<file path="src/rtl/circle_sweep_ctrl_if.sv">
// Point/result handshake between the sweep controller and the in-circle
// comparator.
//   pt_valid, pt_x, pt_y   : point offered by the controller
//   pt_ready               : comparator accepts the offered point
//   res_valid              : comparator result strobe
//   res_in_circle          : comparator verdict, meaningful with res_valid
// master = controller side, slave = comparator side.
interface circle_sweep_ctrl_if;
    logic       pt_valid;
    logic       pt_ready;
    logic [9:0] pt_x;
    logic [9:0] pt_y;
    logic       res_valid;
    logic       res_in_circle;

    modport master (
        output pt_valid, pt_x, pt_y,
        input  pt_ready, res_valid, res_in_circle
    );

    modport slave (
        input  pt_valid, pt_x, pt_y,
        output pt_ready, res_valid, res_in_circle
    );
endinterface

</file>
<file path="src/rtl/circle_sweep_ctrl.sv">
// Sweep controller: walks every grid point (x outer, y inner) from (0,0) to
// (x_max,y_max), offers each one to an in-circle comparator, waits for its
// verdict and accumulates hit/total counts. A missing verdict for TIMEOUT
// cycles aborts the sweep into an error state.
// Ports:
//   clk, reset          : clock, asynchronous active-high reset
//   start               : one-cycle sweep request (honoured in IDLE/DONE/ERROR)
//   x_max, y_max        : inclusive sweep limits, captured at start
//   cmp                 : point/result handshake (master side)
//   busy                : sweep in progress
//   done, err           : sweep completed / aborted, held until next start
//   hit_count           : results with res_in_circle=1
//   total_count         : results received
module circle_sweep_ctrl #(
    parameter int TIMEOUT = 16
) (
    input  logic                       clk,
    input  logic                       reset,
    input  logic                       start,
    input  logic [9:0]                 x_max,
    input  logic [9:0]                 y_max,
    circle_sweep_ctrl_if.master        cmp,
    output logic                       busy,
    output logic                       done,
    output logic                       err,
    output logic [20:0]                hit_count,
    output logic [20:0]                total_count
);

    typedef enum logic [2:0] {
        S_IDLE,
        S_ISSUE,
        S_WAIT,
        S_DONE,
        S_ERROR
    } state_t;

    localparam logic [7:0] TIMER_LAST = 8'(TIMEOUT - 1);

    state_t     state;
    state_t     state_next;
    logic [9:0] x;
    logic [9:0] y;
    logic [9:0] x_lim;
    logic [9:0] y_lim;
    logic [7:0] timer;

    logic start_acc;
    logic xfer;
    logic res_take;
    logic last_pt;

    always_comb begin
        start_acc  = 1'b0;
        xfer       = 1'b0;
        res_take   = 1'b0;
        last_pt    = (x == x_lim) && (y == y_lim);
        state_next = state;
        case (state)
            S_IDLE, S_DONE, S_ERROR: begin
                if (start) begin
                    start_acc  = 1'b1;
                    state_next = S_ISSUE;
                end
            end
            S_ISSUE: begin
                if (cmp.pt_ready) begin
                    xfer       = 1'b1;
                    state_next = S_WAIT;
                end
            end
            S_WAIT: begin
                // A result arriving in the expiry cycle takes priority.
                if (cmp.res_valid) begin
                    res_take   = 1'b1;
                    state_next = last_pt ? S_DONE : S_ISSUE;
                end else if (timer == TIMER_LAST) begin
                    state_next = S_ERROR;
                end
            end
            default: state_next = S_IDLE;
        endcase
    end

    always_ff @(posedge clk or posedge reset) begin
        if (reset) begin
            state <= S_IDLE;
        end else begin
            state <= state_next;
        end
    end

    always_ff @(posedge clk or posedge reset) begin
        if (reset) begin
            x           <= '0;
            y           <= '0;
            timer       <= '0;
            hit_count   <= '0;
            total_count <= '0;
        end else if (start_acc) begin
            x           <= '0;
            y           <= '0;
            timer       <= '0;
            hit_count   <= '0;
            total_count <= '0;
        end else begin
            if (xfer) begin
                timer <= '0;
            end
            if (res_take) begin
                total_count <= total_count + 21'd1;
                hit_count   <= hit_count + 21'(cmp.res_in_circle);
                // The final point stays on the outputs once DONE is reached.
                if (!last_pt) begin
                    if (y == y_lim) begin
                        y <= '0;
                        x <= x + 10'd1;
                    end else begin
                        y <= y + 10'd1;
                    end
                end
            end else if (state == S_WAIT) begin
                timer <= timer + 8'd1;
            end
        end
    end

    // Limits are only meaningful inside a sweep, so they need no reset.
    always_ff @(posedge clk) begin
        if (start_acc) begin
            x_lim <= x_max;
            y_lim <= y_max;
        end
    end

    assign cmp.pt_valid = (state == S_ISSUE);
    assign cmp.pt_x     = x;
    assign cmp.pt_y     = y;
    assign busy         = (state == S_ISSUE) || (state == S_WAIT);
    assign done         = (state == S_DONE);
    assign err          = (state == S_ERROR);

endmodule

</file>
<file path="src/flat_wrapper.sv">
// flat-port wrapper written by rule: the top's interface ports become plain ports
module circle_sweep_ctrl_flat 
#(
    parameter int TIMEOUT = 16
)
  (clk, reset, start, x_max, y_max, busy, done, err, hit_count, total_count, cmp_pt_valid, cmp_pt_x, cmp_pt_y, cmp_pt_ready, cmp_res_valid, cmp_res_in_circle);
  circle_sweep_ctrl_if cmp_i ();
  input  logic clk;
  input  logic reset;
  input  logic start;
  input  logic [9:0] x_max;
  input  logic [9:0] y_max;
  output logic busy;
  output logic done;
  output logic err;
  output logic [20:0] hit_count;
  output logic [20:0] total_count;
  output wire logic [$bits(cmp_i.pt_valid)-1:0] cmp_pt_valid;
  output wire logic [$bits(cmp_i.pt_x)-1:0] cmp_pt_x;
  output wire logic [$bits(cmp_i.pt_y)-1:0] cmp_pt_y;
  input wire logic [$bits(cmp_i.pt_ready)-1:0] cmp_pt_ready;
  input wire logic [$bits(cmp_i.res_valid)-1:0] cmp_res_valid;
  input wire logic [$bits(cmp_i.res_in_circle)-1:0] cmp_res_in_circle;
  assign cmp_pt_valid = cmp_i.pt_valid;
  assign cmp_pt_x = cmp_i.pt_x;
  assign cmp_pt_y = cmp_i.pt_y;
  assign cmp_i.pt_ready = cmp_pt_ready;
  assign cmp_i.res_valid = cmp_res_valid;
  assign cmp_i.res_in_circle = cmp_res_in_circle;
  circle_sweep_ctrl #(.TIMEOUT(TIMEOUT)) u_core (.clk(clk), .reset(reset), .start(start), .x_max(x_max), .y_max(y_max), .cmp(cmp_i), .busy(busy), .done(done), .err(err), .hit_count(hit_count), .total_count(total_count));
endmodule
</file>
<file path="config.mk">
export PLATFORM = sky130hd
export DESIGN_NAME = circle_sweep_ctrl_flat
export DESIGN_NICKNAME = d
export VERILOG_FILES = /design/src/rtl/circle_sweep_ctrl_if.sv /design/src/rtl/circle_sweep_ctrl.sv /design/src/flat_wrapper.sv
export SDC_FILE = /design/constraint.sdc
export NUM_CORES = 1
export LEC_CHECK = 0
export CAP_MARGIN = 20
export CORE_ASPECT_RATIO = 1.1
export CORE_MARGIN = 4
export CORE_UTILIZATION = 41
export CTS_CLUSTER_SIZE = 10
export DETAILED_ROUTE_END_ITERATION = 6
export PLACE_DENSITY = 0.69
export SYNTH_ARGS = -nofsm -noshare
export SYNTH_HDL_FRONTEND = slang
export SYNTH_SLANG_ARGS = --single-unit
</file>
<file path="constraint.sdc">
create_clock -name clk -period 3.4 [get_ports clk]
set_input_delay 0.68 -clock clk [delete_from_list [all_inputs] [get_ports clk]]
set_output_delay 0.68 -clock clk [all_outputs]
set_load 0.01 [all_outputs]
</file>
==> flow_metrics.tcl <==
set metrics [dict create \
    gates_resized_cts_repair 0 \
    utilization 0.546 \
    synth-compound-area-share 0.0949 \
    synth.net_count 490 \
    synth_common_cells "dfrtp_1, nor2_1, nand2_1" \
    grt_remaining_overflow 0 \
    initial_core_util 0.425 \
    cts_buffers 9 \
    placement.io_buffers 91 \
    antenna-diode-count 0 \
    routed_via_density 5.38 \
    maxSlewViolCount 0 \
    grt_start_max_net_pins 40 \
    p_per_area_nw_per_um2 492 \
    worstHoldEndpoint "u_core.timer[6]" \
    fmax_ghz 0.398 \
    crit_path_start_kind "primary input" \
    share_of_synthesized_area_occupied_by_flip_flops_and_latches 0.514 \
    endpoint_kind "flop" \
    grt_util_all_layers 0.170 \
    totalPowerFinal_mw 2.98 \
    min_from "u_core.timer[6]" \
    post_cts.repair.setup_buffers 0 \
    dp_cells 683 \
    synth.area.top_cells "dfrtp_1, edfxtp_1, xor2_1" \
    dp_worst_setup_slack_ns 0.524 \
    detail-route-antenna-nets 0 \
    detailroute.via_count 3755 \
    final_hold_violations 0 \
    critical_path_required_ns 3.61 \
    place_congestion 0.827 \
    tritoncts_sinks 93 \
    hold_path.class "reg -> reg" \
    clk_root_buffer_cell "clkbuf_16" \
    slowest_delay_ns 0.51 \
    hold_ws_ns 0.517 \
    dieArea_um2 13300 \
    setup_viol 0 \
    flow.area_growth_from_synthesis_pct 28.5 \
    tightest_slew_ns 0.741 \
    timing.final.ws_setup_ns 0.885 \
    final-instance-count-excl-fill 698 \
    place.detailed.hpwl_um 7580 \
    post_drt_wl_per_cell_um 15.5 \
    final.period_utilization 0.740 \
    synthMuxAreaShare 0.00848 \
    final_net_count 579 \
    drtPass1Iterations 5 \
    setup_tns_ns 0 \
    synthesis.area_per_instance_um2 10.3 \
    most_frequently_used_flop_master_after_synthesis "dfrtp_1" \
    yosysTopAreaCellShare 0.387 \
    synthSimpleGateAreaFrac 0.238 \
    drive_gt1_frac 0.0617 \
    synth_warnings 0 \
    floorplan.die.height_um 121 \
    postSynth.asyncResetShare 0.785 \
    crit_path_max_fanout 11 \
    worst-r2r-cell-count 5 \
    floorplan.core_area_um2 11100 \
    design_area_um2 6060 \
    route.detailed.drc 0 \
    yosys.area_share.xor_xnor 0.0983 \
    cts_hold_buffers 0 \
    relSlewSlack 0.504 \
    edff_count_synth 20 \
    timing.rr.start "u_core.state[1]" \
    synth.cell_area_um2 4720 \
    timing.critical_path.slowest_stage_cell "clkdlybuf4s50_1" \
    worst_ep_arrival_time_ns 2.72 \
    result_of_the_run "finished, final reports clean" \
    hold_depth 1 \
    reg2reg_setup_slack_ns 0.93 \
    first_pass_grt_wire_length_um 18000 \
    crit_path_cell_trace "clkdlybuf4s50_1, and4bb_1, nand4_1, or3_1, nand3_1, o21ai_0" \
    tritoncts_clock_tree "yes" \
    ir_drop_uv 290 \
    synth_largest_area_cell "dfrtp_1" \
    first_global_vias 3681 \
    ys_seq_elements 93 \
    post-route-min-period_ns 2.51 \
    detailed_place.area_um2 5780 \
    post_synthesis_adder_cell_area_fraction 0.0159 \
    chipWidth_um 110 \
    synth_top_family_by_area "simple AND/OR/NAND/NOR gates" \
    cts-htree-levels 3 \
    drv_cap 0 \
    terminus_of_the_critical_flop_to_flop_path "u_core.hit_count[20]" \
    clock_latency_ns 0.33 \
    p_leak_nw 2.42 \
    finalClockSkew_ns 0.00390 \
    antenna_found_initial 0 \
    wl_um 10800 \
    std_cell_rows 40 \
    clock_buffer_depth 2 \
    dominant_cell_by_count_in_the_synthesized_netlist "dfrtp_1" \
    synthCells 458 \
    worst-setup-path-type "in -> reg" \
    synthDistinctLibCells 54 \
    initialDrtViolationCount 251 \
    unrepaired_setup_endpoints_after_global_routing "no" \
    clkTransAtPathRegs_ns 0.06 \
    pin_count 92 \
]
report_power, final:
part           internal, mW  switching [mW]
registers              1.26          0.0991
clock network         0.586           0.393
logic                 0.261           0.380
area by class of cell:
type	instances	area [µm²]
multi-input combinational	337	2150
timing repair buffer	98	988
inverter	8	30.0
clock inverter	2	35.0
sequential	93	2430
fill	995	5050
clock buffer	13	250
tap	147	184
layer usage:
metal / GRT usage / vias up / part of all wire
li1: - / 1825 / -
met1: 0.233 / 1811 / 0.47
met2: 0.266 / 113 / 0.47
met3: 0.0310 / 6 / 0.048
met4: 0.0647 / 0 / 0.010
met5: 0 / - / 0
critical path, delay by kind of cell:
kind / cells / cell delay [ns]
compound gates: 1 / 0.09
buf+inv: 1 / 0.51
simple gates: 4 / 1.44
worst max path at each step:
stage / from / cells past startpoint / endpoint
CTS: cmp_res_valid / 6 / u_core.total_count[17]
floorplan: reset / 1 / u_core.cmp.pt_x[0]
detailed placement: cmp_res_valid / 6 / u_core.total_count[17]
global placement: cmp_res_valid / 6 / u_core.total_count[17]
finish: cmp_res_valid / 6 / u_core.total_count[17]
global route: u_core.state[2] / 5 / u_core.hit_count[20]
flip-flops by register name, indices dropped and copies added (netlist names):
register            count
u_core.x_lim           10
u_core.cmp.pt_x        10
u_core.cmp.pt_y        10
u_core.state            3
u_core.total_count     21
u_core.timer            8
u_core.hit_count       21
u_core.y_lim           10
cells by family (layout without fill, tap and decap cells):
kind of cell | Yosys count | count (layout)
compound gates | 73 | 73
xor+xnor | 53 | 53
fa+ha+maj | 6 | 6
buf+inv | 28 | 121
flops | 93 | 93
mux | 4 | 4
simple gates | 201 | 201
placed cells by master (no fill, tap or decap), types with 2 or more instances in the layout:
cell type / instances
a21oi_1: 24
a31oi_1: 6
a41o_1: 2
and2_1: 3
and3_1: 10
and4_1: 8
buf_12: 2
buf_4: 5
clkbuf_1: 3
clkbuf_16: 9
clkdlybuf4s50_1: 91
dfrtp_1: 73
edfxtp_1: 20
ha_1: 6
inv_1: 6
inv_2: 2
mux2i_1: 4
nand2_1: 43
nand2b_1: 4
nand3_1: 22
nand3_4: 2
nand4_1: 12
nor2_1: 47
nor2b_1: 2
nor3_1: 12
nor4_1: 4
nor4_4: 3
o211ai_1: 3
o21ai_0: 18
o21ai_1: 2
o22ai_1: 7
o31ai_1: 5
o32ai_1: 2
or2_2: 2
or3_1: 10
or4_1: 5
xnor2_1: 18
xor2_1: 35
Note: power is estimated with default switching activity, not from simulation.
